[src/rtl/cpu_loader_pkg.sv]
`default_nettype none
// ============================================================================
//  Module      : cpu_loader_pkg
//  Description : Shared types and default sizing for the CPU program loader
//                and the accumulator-CPU RAM it fills.
//  Revision    : 1.0 - initial release
// ============================================================================
package cpu_loader_pkg;

    // Default RAM geometry, shared with the CPU RAM sizing
    localparam int unsigned c_DEFAULT_MEM_DEPTH = 32;
    localparam int unsigned c_DEFAULT_DATA_W    = 8;

    // Loader control states
    typedef enum logic [2:0] {
        ST_IDLE  = 3'd0,
        ST_RECV  = 3'd1,
        ST_CHECK = 3'd2,
        ST_RUN   = 3'd3,
        ST_ERROR = 3'd4
    } state_t;

    // Load failure reasons reported on err_code
    typedef enum logic [1:0] {
        ERR_NONE    = 2'd0,
        ERR_CSUM    = 2'd1,
        ERR_TIMEOUT = 2'd2
    } err_t;

endpackage
`default_nettype wire

[src/rtl/loader_timeout_counter.sv]
`default_nettype none
// ============================================================================
//  Module      : loader_timeout_counter
//  Description : Idle-cycle counter for the loader. Counts enabled cycles
//                and flags expiry once the count sits at TIMEOUT_CYCLES-1;
//                the owner reacts to expiry on the next idle cycle.
//  Revision    : 1.0 - initial release
// ============================================================================
module loader_timeout_counter #(
    parameter int unsigned TIMEOUT_CYCLES = 1024
) (
    input  logic clk,
    input  logic reset,
    input  logic clear,
    input  logic enable,
    output logic expired
);

    // One spare bit so TIMEOUT_CYCLES-1 always fits, even for powers of two
    localparam int unsigned             c_CNT_W = $clog2(TIMEOUT_CYCLES) + 1;
    localparam logic [c_CNT_W-1:0]      c_LIMIT = c_CNT_W'(TIMEOUT_CYCLES - 1);

    logic [c_CNT_W-1:0] r_count;

    // Count idle cycles; saturate at the limit so expiry stays asserted
    always_ff @(posedge clk) begin
        if (reset || clear) begin
            r_count <= '0;
        end else if (enable && !expired) begin
            r_count <= r_count + c_CNT_W'(1);
        end
    end

    assign expired = (r_count == c_LIMIT);

endmodule
`default_nettype wire

[src/rtl/cpu_program_loader.sv]
`default_nettype none
// ============================================================================
//  Module      : cpu_program_loader
//  Description : Receives a program image over a valid/ready byte stream,
//                writes it into the CPU RAM, verifies an 8-bit checksum and
//                releases the CPU from reset only after a clean load.
//  Revision    : 1.0 - initial release
// ============================================================================
module cpu_program_loader
    import cpu_loader_pkg::*;
#(
    parameter int unsigned MEM_DEPTH      = c_DEFAULT_MEM_DEPTH,
    parameter int unsigned DATA_W         = c_DEFAULT_DATA_W,
    parameter int unsigned TIMEOUT_CYCLES = 1024
) (
    input  logic                         clk,
    input  logic                         reset,
    input  logic                         load_req,
    input  logic [DATA_W-1:0]            s_data,
    input  logic                         s_valid,
    output logic                         s_ready,
    output logic                         mem_we,
    output logic [$clog2(MEM_DEPTH)-1:0] mem_addr,
    output logic [DATA_W-1:0]            mem_wdata,
    output logic                         cpu_reset,
    output logic                         busy,
    output logic                         done,
    output logic [1:0]                   err_code
);

    localparam int unsigned          c_ADDR_W   = $clog2(MEM_DEPTH);
    // Byte index of the trailing checksum byte
    localparam logic [c_ADDR_W:0]    c_CSUM_IDX = (c_ADDR_W + 1)'(MEM_DEPTH);

    state_t              r_state;
    logic [c_ADDR_W:0]   r_byte_cnt;
    logic [DATA_W-1:0]   r_csum;

    logic                w_accept;
    logic [DATA_W-1:0]   w_csum_next;
    logic                w_to_clear;
    logic                w_to_enable;
    logic                w_expired;

    // s_ready is only ever high in RECV, so this is the stream handshake
    assign w_accept    = s_valid && s_ready;
    assign w_csum_next = r_csum + s_data;

    // Idle counting happens only in RECV; any accept or leaving RECV restarts it
    assign w_to_clear  = w_accept || (r_state != ST_RECV);
    assign w_to_enable = (r_state == ST_RECV) && !w_accept;

    loader_timeout_counter #(
        .TIMEOUT_CYCLES (TIMEOUT_CYCLES)
    ) u_timeout (
        .clk     (clk),
        .reset   (reset),
        .clear   (w_to_clear),
        .enable  (w_to_enable),
        .expired (w_expired)
    );

    // Load control FSM with registered write port and status outputs
    always_ff @(posedge clk) begin
        if (reset) begin
            r_state    <= ST_IDLE;
            r_byte_cnt <= '0;
            r_csum     <= '0;
            s_ready    <= 1'b0;
            mem_we     <= 1'b0;
            mem_addr   <= '0;
            mem_wdata  <= '0;
            cpu_reset  <= 1'b1;
            busy       <= 1'b0;
            done       <= 1'b0;
            err_code   <= ERR_NONE;
        end else begin
            mem_we <= 1'b0;
            case (r_state)
                ST_IDLE, ST_RUN, ST_ERROR: begin
                    if (load_req) begin
                        r_state    <= ST_RECV;
                        r_byte_cnt <= '0;
                        r_csum     <= '0;
                        done       <= 1'b0;
                        err_code   <= ERR_NONE;
                        cpu_reset  <= 1'b1;
                        s_ready    <= 1'b1;
                        busy       <= 1'b1;
                    end
                end
                ST_RECV: begin
                    if (w_accept) begin
                        r_csum <= w_csum_next;
                        if (r_byte_cnt == c_CSUM_IDX) begin
                            // Checksum byte: folded into the sum, never written
                            r_state <= ST_CHECK;
                            s_ready <= 1'b0;
                        end else begin
                            mem_we     <= 1'b1;
                            mem_addr   <= r_byte_cnt[c_ADDR_W-1:0];
                            mem_wdata  <= s_data;
                            r_byte_cnt <= r_byte_cnt + (c_ADDR_W + 1)'(1);
                        end
                    end else if (w_expired) begin
                        // RAM keeps whatever was written so far
                        r_state  <= ST_ERROR;
                        err_code <= ERR_TIMEOUT;
                        s_ready  <= 1'b0;
                        busy     <= 1'b0;
                    end
                end
                ST_CHECK: begin
                    busy <= 1'b0;
                    if (r_csum == '0) begin
                        r_state   <= ST_RUN;
                        done      <= 1'b1;
                        cpu_reset <= 1'b0;
                    end else begin
                        r_state  <= ST_ERROR;
                        err_code <= ERR_CSUM;
                    end
                end
                default: begin
                    r_state <= ST_IDLE;
                end
            endcase
        end
    end

endmodule
`default_nettype wire

[config.mk]
export PLATFORM = sky130hd
export DESIGN_NAME = cpu_program_loader
export DESIGN_NICKNAME = d
export VERILOG_FILES = /design/src/rtl/cpu_loader_pkg.sv /design/src/rtl/loader_timeout_counter.sv /design/src/rtl/cpu_program_loader.sv
export SDC_FILE = /design/constraint.sdc
export NUM_CORES = 1
export LEC_CHECK = 0
export CAP_MARGIN = 25
export CORE_ASPECT_RATIO = 1.2
export CORE_MARGIN = 3
export CORE_UTILIZATION = 49
export DETAILED_ROUTE_END_ITERATION = 6
export HOLD_SLACK_MARGIN = 0.15
export PLACE_DENSITY = 0.75
export SYNTH_ARGS = -nofsm -noshare
export SYNTH_HDL_FRONTEND = slang
export SYNTH_SLANG_ARGS = --single-unit
[constraint.sdc]
create_clock -name clk -period 2.04 [get_ports clk]
set_input_delay 0.408 -clock clk [delete_from_list [all_inputs] [get_ports clk]]
set_output_delay 0.408 -clock clk [all_outputs]
set_load 0.005 [all_outputs]
==> results of run 1 <==
## cell usage after synthesis (all sizes together), types with 2 or more instances
library cell and number:
a211oi 9, a21o 3, a21oi 12, a22oi 8, and3 2, buf 3, clkbuf 9, dfxtp 48
ha 10, inv 10, mux2i 14, nand2 12, nand2b 5, nand3 3, nand3b 4, nand4 8
nor2 47, nor2b 2, nor3 9, nor3b 2, nor4 6, o21ai 5, o31ai 4, or2 2
or4 2, xnor2 11, xor2 5
## routing by layer
metal	routed length [um]	GRT usage	share of wire	up-vias
met5	0	0	0	-
met4	115	0.08238	0.019	0
met1	2496	0.2266	0.42	1033
met3	235	0.03753	0.040	11
met2	3053	0.3874	0.52	53
li1	-	-	-	1086
## worst max-delay path by stage
stage	start	endpoint	slack [ns]	cells past startpoint
final	u_timeout.r_count[0]	r_state[2]	0.06	7
after CTS	r_byte_cnt[0]	cpu_reset	0.02	9
after global placement	s_data[1]	r_csum[7]	-0.38	7
after floorplan	u_timeout.r_count[0]	cpu_reset	0.02	7
after global routing	r_byte_cnt[0]	r_state[2]	-0.04	10
after detailed placement	s_data[0]	r_csum[6]	-0.43	8
## sequential cells by signal, indices dropped and copies added (netlist names)
signal             count
r_byte_cnt             6
err_code               2
mem_addr               5
mem_we                 1
s_ready                1
done                   1
u_timeout.r_count     11
mem_wdata              8
r_csum                 8
busy                   1
cpu_reset              1
r_state                3
## cell families after synthesis
family | count (synthesis)
XOR/XNOR | 16
AO/OA/AOI/OAI | 50
flip-flops | 48
multiplexers | 14
AND/OR/NAND/NOR | 107
buffers and inverters | 22
adder cells (fa/ha/maj) | 11
## stage by stage
step | instance area, um^2 | setup slack (ns)
3_5_place_dp | 3020 | -0.4307
4_1_cts | 3161 | 0.01651
3_3_place_gp | 3020 | -0.3793
6_report | 3258 | 0.06272
5_1_grt | 3258 | -0.04080
2_1_floorplan | 2382 | 0.02295
## final cells by class
cell class,count,area share
Sequential cell,48,0.2953
Multi-Input combinational cell,198,0.4393
Clock inverter,3,0.007296
Clock buffer,5,0.02112
Timing Repair Buffer,75,0.2031
Tap cell,58,0.02227
Inverter,10,0.01152
## where the power goes
group / leakage, nW / switching (mW) / internal, mW / total, mW
registers: 0.389 / 0.104 / 1.03 / 1.13
logic: 0.812 / 0.547 / 0.524 / 1.07
clock network: 0.0404 / 0.340 / 0.243 / 0.583
## worst reg2reg max path, cell delays in order, from the launching register on
cell and delay, ns:
dfxtp_1 0.35, ha_1 0.19, nand2_1 0.09, or4_4 0.51, a211oi_4 0.32, buf_4 0.18, nor2_1 0.05, a211oi_2 0.21
## what timing repair did
item	in CTS	in global routing
buffers inserted	1	4
endpoints found under the setup margin	2	10
gates resized for setup	9	12
hold buffers	0	0
pin swaps	3	9
==> results.tsv, run 1 <==
metric	value	unit
status	completed	
yosysTopAreaCellShare	0.4034	
yosysTopAreaCell	dfxtp_1	
fin_crit	1.977	ns
final_util	0.7040	
grt-ovfl-total	0	
areaGrowthSynthToFinish	36.76	%
final.period_utilization	0.9693	
fp.dieArea	5738	um^2
antennaDiodeCount	0	
synth_edf_count	0	
cp.required	2.26	ns
grt_max_degree	25	
wire_per_inst	14.86	um
cts_buffers	5	
clock_skew	0.009332	ns
grt_use_total	0.2039	
dp_hpwl	4149	um
drv_cap	0	
worstHoldPathType	primary input to flip-flop	
num_vias	2183	
cp_slowest_stage_delay	0.51	ns
drtIter0Drc	123	
drc_errors	0	
dp.cells	384	
clkLatencyLatePin	0.30	ns
cellLeakagePower	1.241	nW
critPathTopFamily	simple AND/OR/NAND/NOR gates	
min_from	s_data[0]	
grt_pass1_vias	2181	
fill_cells	355	
crit_chain	ha_1, nand2_1, or4_4, a211oi_4, buf_4, nor2_1, a211oi_2	
r2r_slack	0.06	ns
clockBufferDepth	2	
ctsHtreeMaxLevel	2	
die_y	82.38	um
finish.net_count	361	
crit_fanout	5	
synth_xor_area_frac	0.05882	
reg2reg_depth	7	
setup_viol_count_final	0	
finalHoldViolations	0	
synth-simple-area-share	0.2264	
core_area	4628	um^2
irDropWorstVdd	0.0006229	V
cts_tree	done	
wl	5900	um
cts_sinks	48	
ys_types	48	
syn_area_per_cell	8.889	um^2
synth_compound_area_frac	0.1518	
drive_gt1_frac	0.2242	
portBuffers	31	
endpoint_kind	flip-flop	
yosys.area_share.adder	0.06092	
rows	27	
hold_path_depth	3	
register_area	962.2	um^2
ys.flop_type	dfxtp_1	
clockRootBuffer	clkbuf_8	
fin_total_pwr	2.786	mW
ys_seq_elements	48	
p_per_area	855.2	nW/um^2
reg2reg_from	u_timeout.r_count[0]	
ys_warn_count	0	
fp.dieW	69.65	um
drv_slew	0	
async_flop_share	0	
hold-path-endpoint	mem_wdata[0]	
critPathBufInv	1	
relSlewSlack	0.6319	
grt_pass1_wl	9487	um
antenna_found_initial	0	
timing.rr.end	r_state[2]	
final_cell_mix	47 x nor2_1, 47 x dfxtp_1, 43 x buf_4	
syn_nets	291	
ant_nets	0	
yosysSeqAreaShare	0.4034	
path_class	flip-flop to flip-flop	
synth_area	2382	um^2
synth_area_leaders	dfxtp_1 40%, nor2_1 7.4%, mux2i_1 5.9%	
finalNonFillerCells	397	
crit_path_top_delay_cell	or4_4	
vias_per_cell	5.499	
syn_inst	268	
setup_tns	0	ns
synth_top_family_by_area	simple AND/OR/NAND/NOR gates	
path_clk_slew	0.09	ns
muxShareOfSynthArea	0.05882	
hold_ws	0.4154	ns
max_freq	505.7	MHz
cp.arrival	2.20	ns
place.gp.congestion	0.8597	
io_pins	32	
worst_pin_slew	0.5471	ns
initial_utilization	0.5147	
dr.pass1.iters	4	
multiInputGateArea	1431	um^2
start_kind	flip-flop	
No activity file was read; power rests on OpenSTA's default activity.
==> run 2, diff against run 1 <==
--- a/config.mk
+++ b/config.mk
@@ -11,7 +11,7 @@
 export CORE_UTILIZATION = 49
 export DETAILED_ROUTE_END_ITERATION = 6
 export HOLD_SLACK_MARGIN = 0.15
-export PLACE_DENSITY = 0.75
+export PLACE_DENSITY = 0.78
 export SYNTH_ARGS = -nofsm -noshare
 export SYNTH_HDL_FRONTEND = slang
 export SYNTH_SLANG_ARGS = --single-unit
==> run 2 against run 1 <==
Via count rose by 0.50%. Sequential power barely moved. Sequential share of layout area rose by 0.95 points. Critical path type is now primary input to flip-flop.
==> results.tsv, run 2 (synthesized netlist as in run 1, its figures left out) <==
metric	value	unit	change
cts_tree	done		unchanged
place.gp.congestion	0.8029		was 0.8597
drv_slew	0		unchanged
initial_utilization	0.5147		unchanged
placed_cell_area	2985	um^2	was 3020 um^2
min_from	s_data[0]		unchanged
fp.dieArea	5738	um^2	unchanged
drc_errors	0		unchanged
rsz0062_at_grt	true		
fp.dieW	69.65	um	unchanged
timing.rr.end	cpu_reset		was r_state[2]
drv_cap	0		unchanged
reg2reg_depth	7		unchanged
final_common_cell	nor2_1		
die_y	82.38	um	unchanged
register_area	963.4	um^2	was 962.2 um^2
rows	27		unchanged
cp.arrival	2.28	ns	was 2.20 ns
setup_viol_count_final	0		unchanged
wire_per_inst	14.73	um	was 14.86 um
worst_pin_slew	0.6523	ns	was 0.5471 ns
antenna_found_initial	0		unchanged
status	completed		unchanged
core_area	4628	um^2	unchanged
grt_use_total	0.2048		was 0.2039
crit_fanout	3		was 5
reg2reg_from	u_timeout.r_count[0]		unchanged
clock_skew	0.006315	ns	was 0.009332 ns
finish.net_count	356		was 361
dr.pass1.iters	4		unchanged
grt_pass1_vias	2107		was 2181
vias_per_cell	5.597		was 5.499
wl	5774	um	was 5900 um
cts_hold_buf	0		unchanged
dp_hpwl	4122	um	was 4149 um
fin_crit	2.034	ns	was 1.977 ns
multiInputGateArea	1378	um^2	was 1431 um^2
fill_cells	358		was 355
hold_ws	0.4485	ns	was 0.4154 ns
r2r_slack	0.05	ns	was 0.06 ns
largest_register_ffs	11		unchanged
setup_slack	0.005843	ns	was 0.06272 ns
worstHoldPathType	primary input to flip-flop		unchanged
cp.required	2.28	ns	was 2.26 ns
p_int	1.819	mW	was 1.794 mW
hold_path_depth	3		unchanged
grt_pass1_wl	9459	um	was 9487 um
hold-path-endpoint	mem_wdata[0]		unchanged
ctsHtreeMaxLevel	2		unchanged
path_clk_slew	0.09	ns	about the same
clockBufferDepth	2		unchanged
switching_power	1.002	mW	was 992.0 uW
cts_sinks	48		unchanged
design_area	3161	um^2	was 3258 um^2
clockRootBuffer	clkbuf_8		unchanged
reg_top3	u_timeout.r_count: 11 flops, mem_wdata: 8 flops, r_csum: 8 flops		unchanged
endpoint_kind	flip-flop		unchanged
drtIter0Drc	128		was 123
p_clk_frac	0.217		was 0.209
antennaDiodeCount	0		unchanged
cellLeakagePower	1.193	nW	was 1.241 nW
setup_tns	0	ns	unchanged
regMostFlops	u_timeout.r_count		unchanged
relSlewSlack	0.5611		was 0.6319
io_pins	32		unchanged
max_freq	491.6	MHz	was 505.7 MHz
path_class	primary input to flip-flop		was flip-flop to flip-flop
swShare	0.3553		was 0.3560
irDropWorstVdd	0.0007040	V	was 0.0006229 V
finalHoldViolations	0		unchanged
grt-ovfl-total	0		unchanged
post-place-ws	-0.3949	ns	was -0.4307 ns
grt_max_degree	28		was 25
start_kind	primary input		was flip-flop
areaGrowthSynthToFinish	32.67	%	was 36.76%
portBuffers	31		unchanged
ant_nets	0		unchanged
final_cell_mix	47 x nor2_1, 46 x dfxtp_1, 37 x buf_4		was 47 x nor2_1, 47 x dfxtp_1, 43 x buf_4
p_per_area	892.7	nW/um^2	was 855.2 nW/um^2
pwr-share-seq	0.401		was 0.406
drive_gt1_frac	0.1946		was 0.2242
num_vias	2194		was 2183
power_frac_comb	0.382		was 0.385
finalNonFillerCells	392		was 397
dp.cells	381		was 384
final.period_utilization	0.9971		was 0.9693
clkLatencyLatePin	0.30	ns	about the same
cts_buffers	5		unchanged
run 2: changes by cell type in the layout (fill, tap and decap cells not counted), sizes merged:
cell,before,now
clkdlybuf4s50,26,29
clkinv,1,0
clkbuf,5,6
buf,44,39
dlymetal6s2s,4,1
run 2: area by class of cell:
cell class                      count  share of cell area
Timing Repair Buffer               70              0.1936
Sequential cell                    48              0.3048
Clock inverter                      2            0.004751
Inverter                           10             0.01188
Multi-Input combinational cell    198              0.4359
Tap cell                           58             0.02296
Clock buffer                        6             0.02613
run 2: worst max-delay path by stage:
stage	start	to
floorplan	u_timeout.r_count[0]	cpu_reset
global placement	s_data[1]	r_csum[7]
detailed placement	s_data[0]	r_csum[6]
CTS	s_data[2]	r_csum[7]
global route	s_data[2]	r_csum[7]
finish	s_data[2]	r_csum[7]
run 2: metal layers:
metal / up-vias / routed length (um) / GRT usage
met1: 1040 / 2426 / 0.2307
li1: 1085 / - / -
met3: 13 / 244 / 0.04237
met5: - / 0 / 0
met4: 0 / 118 / 0.08238
met2: 56 / 2984 / 0.3817
run 2: timing repair:
action,in CTS,in global routing
gates resized for setup,8,7
endpoints found under the hold margin,0,0
setup endpoints to repair,2,25
setup buffers,1,2
pin swaps,4,5
run 2: power by group through the flow:
stage	logic, mW	clock network [mW]	registers (mW)
after floorplan	0.640	0	1.10
after global placement	0.962	0	1.14
after detailed placement	0.982	0	1.14
after CTS	0.996	0.622	1.12
after global routing	1.17	0.664	1.14
final	1.08	0.613	1.13
run 2: critical path: stages:
cell and delay [ns]:
clkdlybuf4s50_1 0.43, ha_1 0.27, a211oi_2 0.25, nor3_2 0.09
mux2i_1 0.14, or4_1 0.53, a31oi_1 0.16
run 2: stage by stage:
| step | total power [mW] | utilization |
|---|---|---|
| 2_1_floorplan | 1.739 | - |
| 3_3_place_gp | 2.098 | 0.6450 |
| 3_5_place_dp | 2.123 | 0.6450 |
| 4_1_cts | 2.737 | 0.6737 |
| 5_1_grt | 2.983 | 0.6829 |
| 6_report | 2.821 | 0.6829 |
==> run 3, diff against run 2 <==
--- a/config.mk
+++ b/config.mk
@@ -6,12 +6,12 @@
 export NUM_CORES = 1
 export LEC_CHECK = 0
 export CAP_MARGIN = 25
-export CORE_ASPECT_RATIO = 1.2
+export CORE_ASPECT_RATIO = 1.75
 export CORE_MARGIN = 3
-export CORE_UTILIZATION = 49
+export CORE_UTILIZATION = 54
 export DETAILED_ROUTE_END_ITERATION = 6
 export HOLD_SLACK_MARGIN = 0.15
-export PLACE_DENSITY = 0.78
+export PLACE_DENSITY = 0.82
 export SYNTH_ARGS = -nofsm -noshare
 export SYNTH_HDL_FRONTEND = slang
 export SYNTH_SLANG_ARGS = --single-unit
==> constraint.sdc (replaced) <==
create_clock -name clk -period 1.9 [get_ports clk]
set_input_delay 0.38 -clock clk [delete_from_list [all_inputs] [get_ports clk]]
set_output_delay 0.38 -clock clk [all_outputs]
set_load 0.005 [all_outputs]
==> run 3 against run 2 <==
The flow now finishes with violations (negative setup slack). Sequential share of layout area down 1.8 points. Clock power increased by 26%. Flip-flop and latch count is the same. Register-to-register slack worse by 0.07 ns.
==> results.tsv, run 3 (synthesized netlist as in run 1, its figures left out) <==
metric	value	unit	change
clkLatencyLatePin	0.31	ns	was 0.30 ns
drv_cap	0		unchanged
irDropWorstVdd	0.0008788	V	was 0.0007040 V
core_area	4189	um^2	was 4628 um^2
worst_pin_slew	0.4930	ns	was 0.6523 ns
drive_gt1_frac	0.2680		was 0.1946
dp_hpwl	4603	um	was 4122 um
final_cell_mix	49 x buf_4, 47 x nor2_1, 43 x dfxtp_1		was 47 x nor2_1, 46 x dfxtp_1, 37 x buf_4
dr.pass1.iters	4		unchanged
timing.rr.end	r_csum[7]		was cpu_reset
fp.dieArea	5276	um^2	was 5738 um^2
cts_buffers	5		unchanged
clockRootBuffer	clkbuf_8		unchanged
initial_utilization	0.5687		was 0.5147
p_clk_frac	0.233		was 0.217
finish.net_count	369		was 356
worstHoldPathType	primary input to flip-flop		unchanged
die_y	93.87	um	was 82.38 um
num_vias	2346		was 2194
final_common_cell	buf_4		was nor2_1
fp.dieW	56.21	um	was 69.65 um
hold_path_depth	3		unchanged
max_freq	517.9	MHz	
hold-path-endpoint	mem_wdata[3]		was mem_wdata[0]
critPathLaunch	s_data[6]		was s_data[2]
min_from	s_data[3]		was s_data[0]
fill_cells	251		was 358
wl	7091	um	was 5774 um
crit_fanout	3		unchanged
reg_top3	u_timeout.r_count: 11 flops, mem_wdata: 8 flops, r_csum: 8 flops		unchanged
antenna_found_initial	0		unchanged
largest_register_ffs	11		unchanged
path_class	primary input to flip-flop		unchanged
endpoint_kind	flip-flop		unchanged
final.period_utilization	1.016		
fin_crit	1.931	ns	
pwr-share-seq	0.367		was 0.401
reg2reg_from	r_csum[1]		was u_timeout.r_count[0]
rsz0062_at_grt	true		unchanged
hold_ws	0.4485	ns	about the same
setup_slack	-0.03075	ns	was 0.005843 ns
portBuffers	31		unchanged
areaGrowthSynthToFinish	42.28	%	was 32.67%
io_pins	32		unchanged
p_per_area	974.0	nW/um^2	was 892.7 nW/um^2
cp.arrival	2.16	ns	was 2.28 ns
grt_pass1_wl	10850	um	was 9459 um
reg2reg_depth	6		was 7
setup_tns	-0.03075	ns	was 0 ns
r2r_slack	-0.02	ns	was 0.05 ns
drtIter0Drc	112		was 128
cp.required	2.13	ns	was 2.28 ns
place.gp.congestion	0.8373		was 0.8029
ant_nets	0		unchanged
status	complete, but fails checks		was completed
start_kind	primary input		unchanged
register_area	972.2	um^2	was 963.4 um^2
cellLeakagePower	1.324	nW	was 1.193 nW
wire_per_inst	17.91	um	was 14.73 um
finalHoldViolations	0		unchanged
rows	31		was 27
cts_hold_buf	0		unchanged
ctsHtreeMaxLevel	2		unchanged
multiInputGateArea	1488	um^2	was 1378 um^2
clock_skew	0.01390	ns	was 0.006315 ns
violations	negative setup slack		
relSlewSlack	0.6703		was 0.5611
setup_viol_count_final	1		was 0
antennaDiodeCount	0		unchanged
vias_per_cell	5.924		was 5.597
cts_sinks	48		unchanged
p_int	2.155	mW	was 1.819 mW
clockBufferDepth	2		unchanged
path_clk_slew	0.10	ns	was 0.09 ns
swShare	0.3471		was 0.3553
cts_tree	done		unchanged
drc_errors	0		unchanged
switching_power	1.146	mW	was 1.002 mW
drv_slew	0		unchanged
power_frac_comb	0.399		was 0.382
grt_pass1_vias	2412		was 2107
grt-ovfl-total	0		unchanged
grt_max_degree	26		was 28
regMostFlops	u_timeout.r_count		unchanged
grt_use_total	0.2598		was 0.2048
-- run 3: how the worst max path moves through the flow --
stage / end / cells past startpoint
after global routing: r_csum[7] / 6
after CTS: r_csum[7] / 7
after detailed placement: r_csum[7] / 7
after floorplan: cpu_reset / 7
after global placement: r_csum[7] / 7
final: r_csum[7] / 6
-- run 3: cell type report --
class,instances,area share
sequential,48,0.2868
tap,49,0.01809
timing repair buffer,83,0.2111
clock buffer,5,0.02030
multi-input combinational,198,0.4389
inverter,10,0.01107
clock inverter,3,0.01366
-- run 3: critical path, stage by stage --
cell and delay (ns):
clkdlybuf4s50_1 0.44, ha_1 0.34, nand3b_1 0.14, o21ai_0 0.14, or4_1 0.51, a31oi_1 0.22
-- run 3: per-stage QoR --
stage          power (mW)  instances  setup slack [ns]  cell area [um^2]    util
3_3_place_gp        2.335        384           -0.5230              3102  0.7404
5_1_grt             3.478        396          -0.07244              3390  0.8091
4_1_cts             3.190        394          -0.06494              3296  0.7867
6_report            3.301        396          -0.03075              3390  0.8091
3_5_place_dp        2.372        384           -0.5812              3102  0.7404
2_1_floorplan       1.901        268          -0.01858              2427       -
-- run 3: repair_timing --
item	in CTS	in global routing
setup buffers	2	2
resized for setup	16	16
endpoints found under the setup margin	6	17
pin swaps	11	12
-- run 3: per-layer routing --
layer | track usage | vias up | part of all wire
li1 | - | 1102 | -
met1 | 0.2528 | 1110 | 0.35
met2 | 0.5039 | 98 | 0.57
met3 | 0.04127 | 36 | 0.034
met4 | 0.1426 | 0 | 0.053
met5 | 0 | - | 0
-- run 3: power groups by stage --
stage | clock [mW] | sequential (mW) | combinational (mW)
floorplan | 0 | 1.18 | 0.717
global placement | 0 | 1.22 | 1.12
detailed placement | 0 | 1.22 | 1.15
CTS | 0.772 | 1.20 | 1.21
global route | 0.816 | 1.23 | 1.44
finish | 0.771 | 1.21 | 1.32
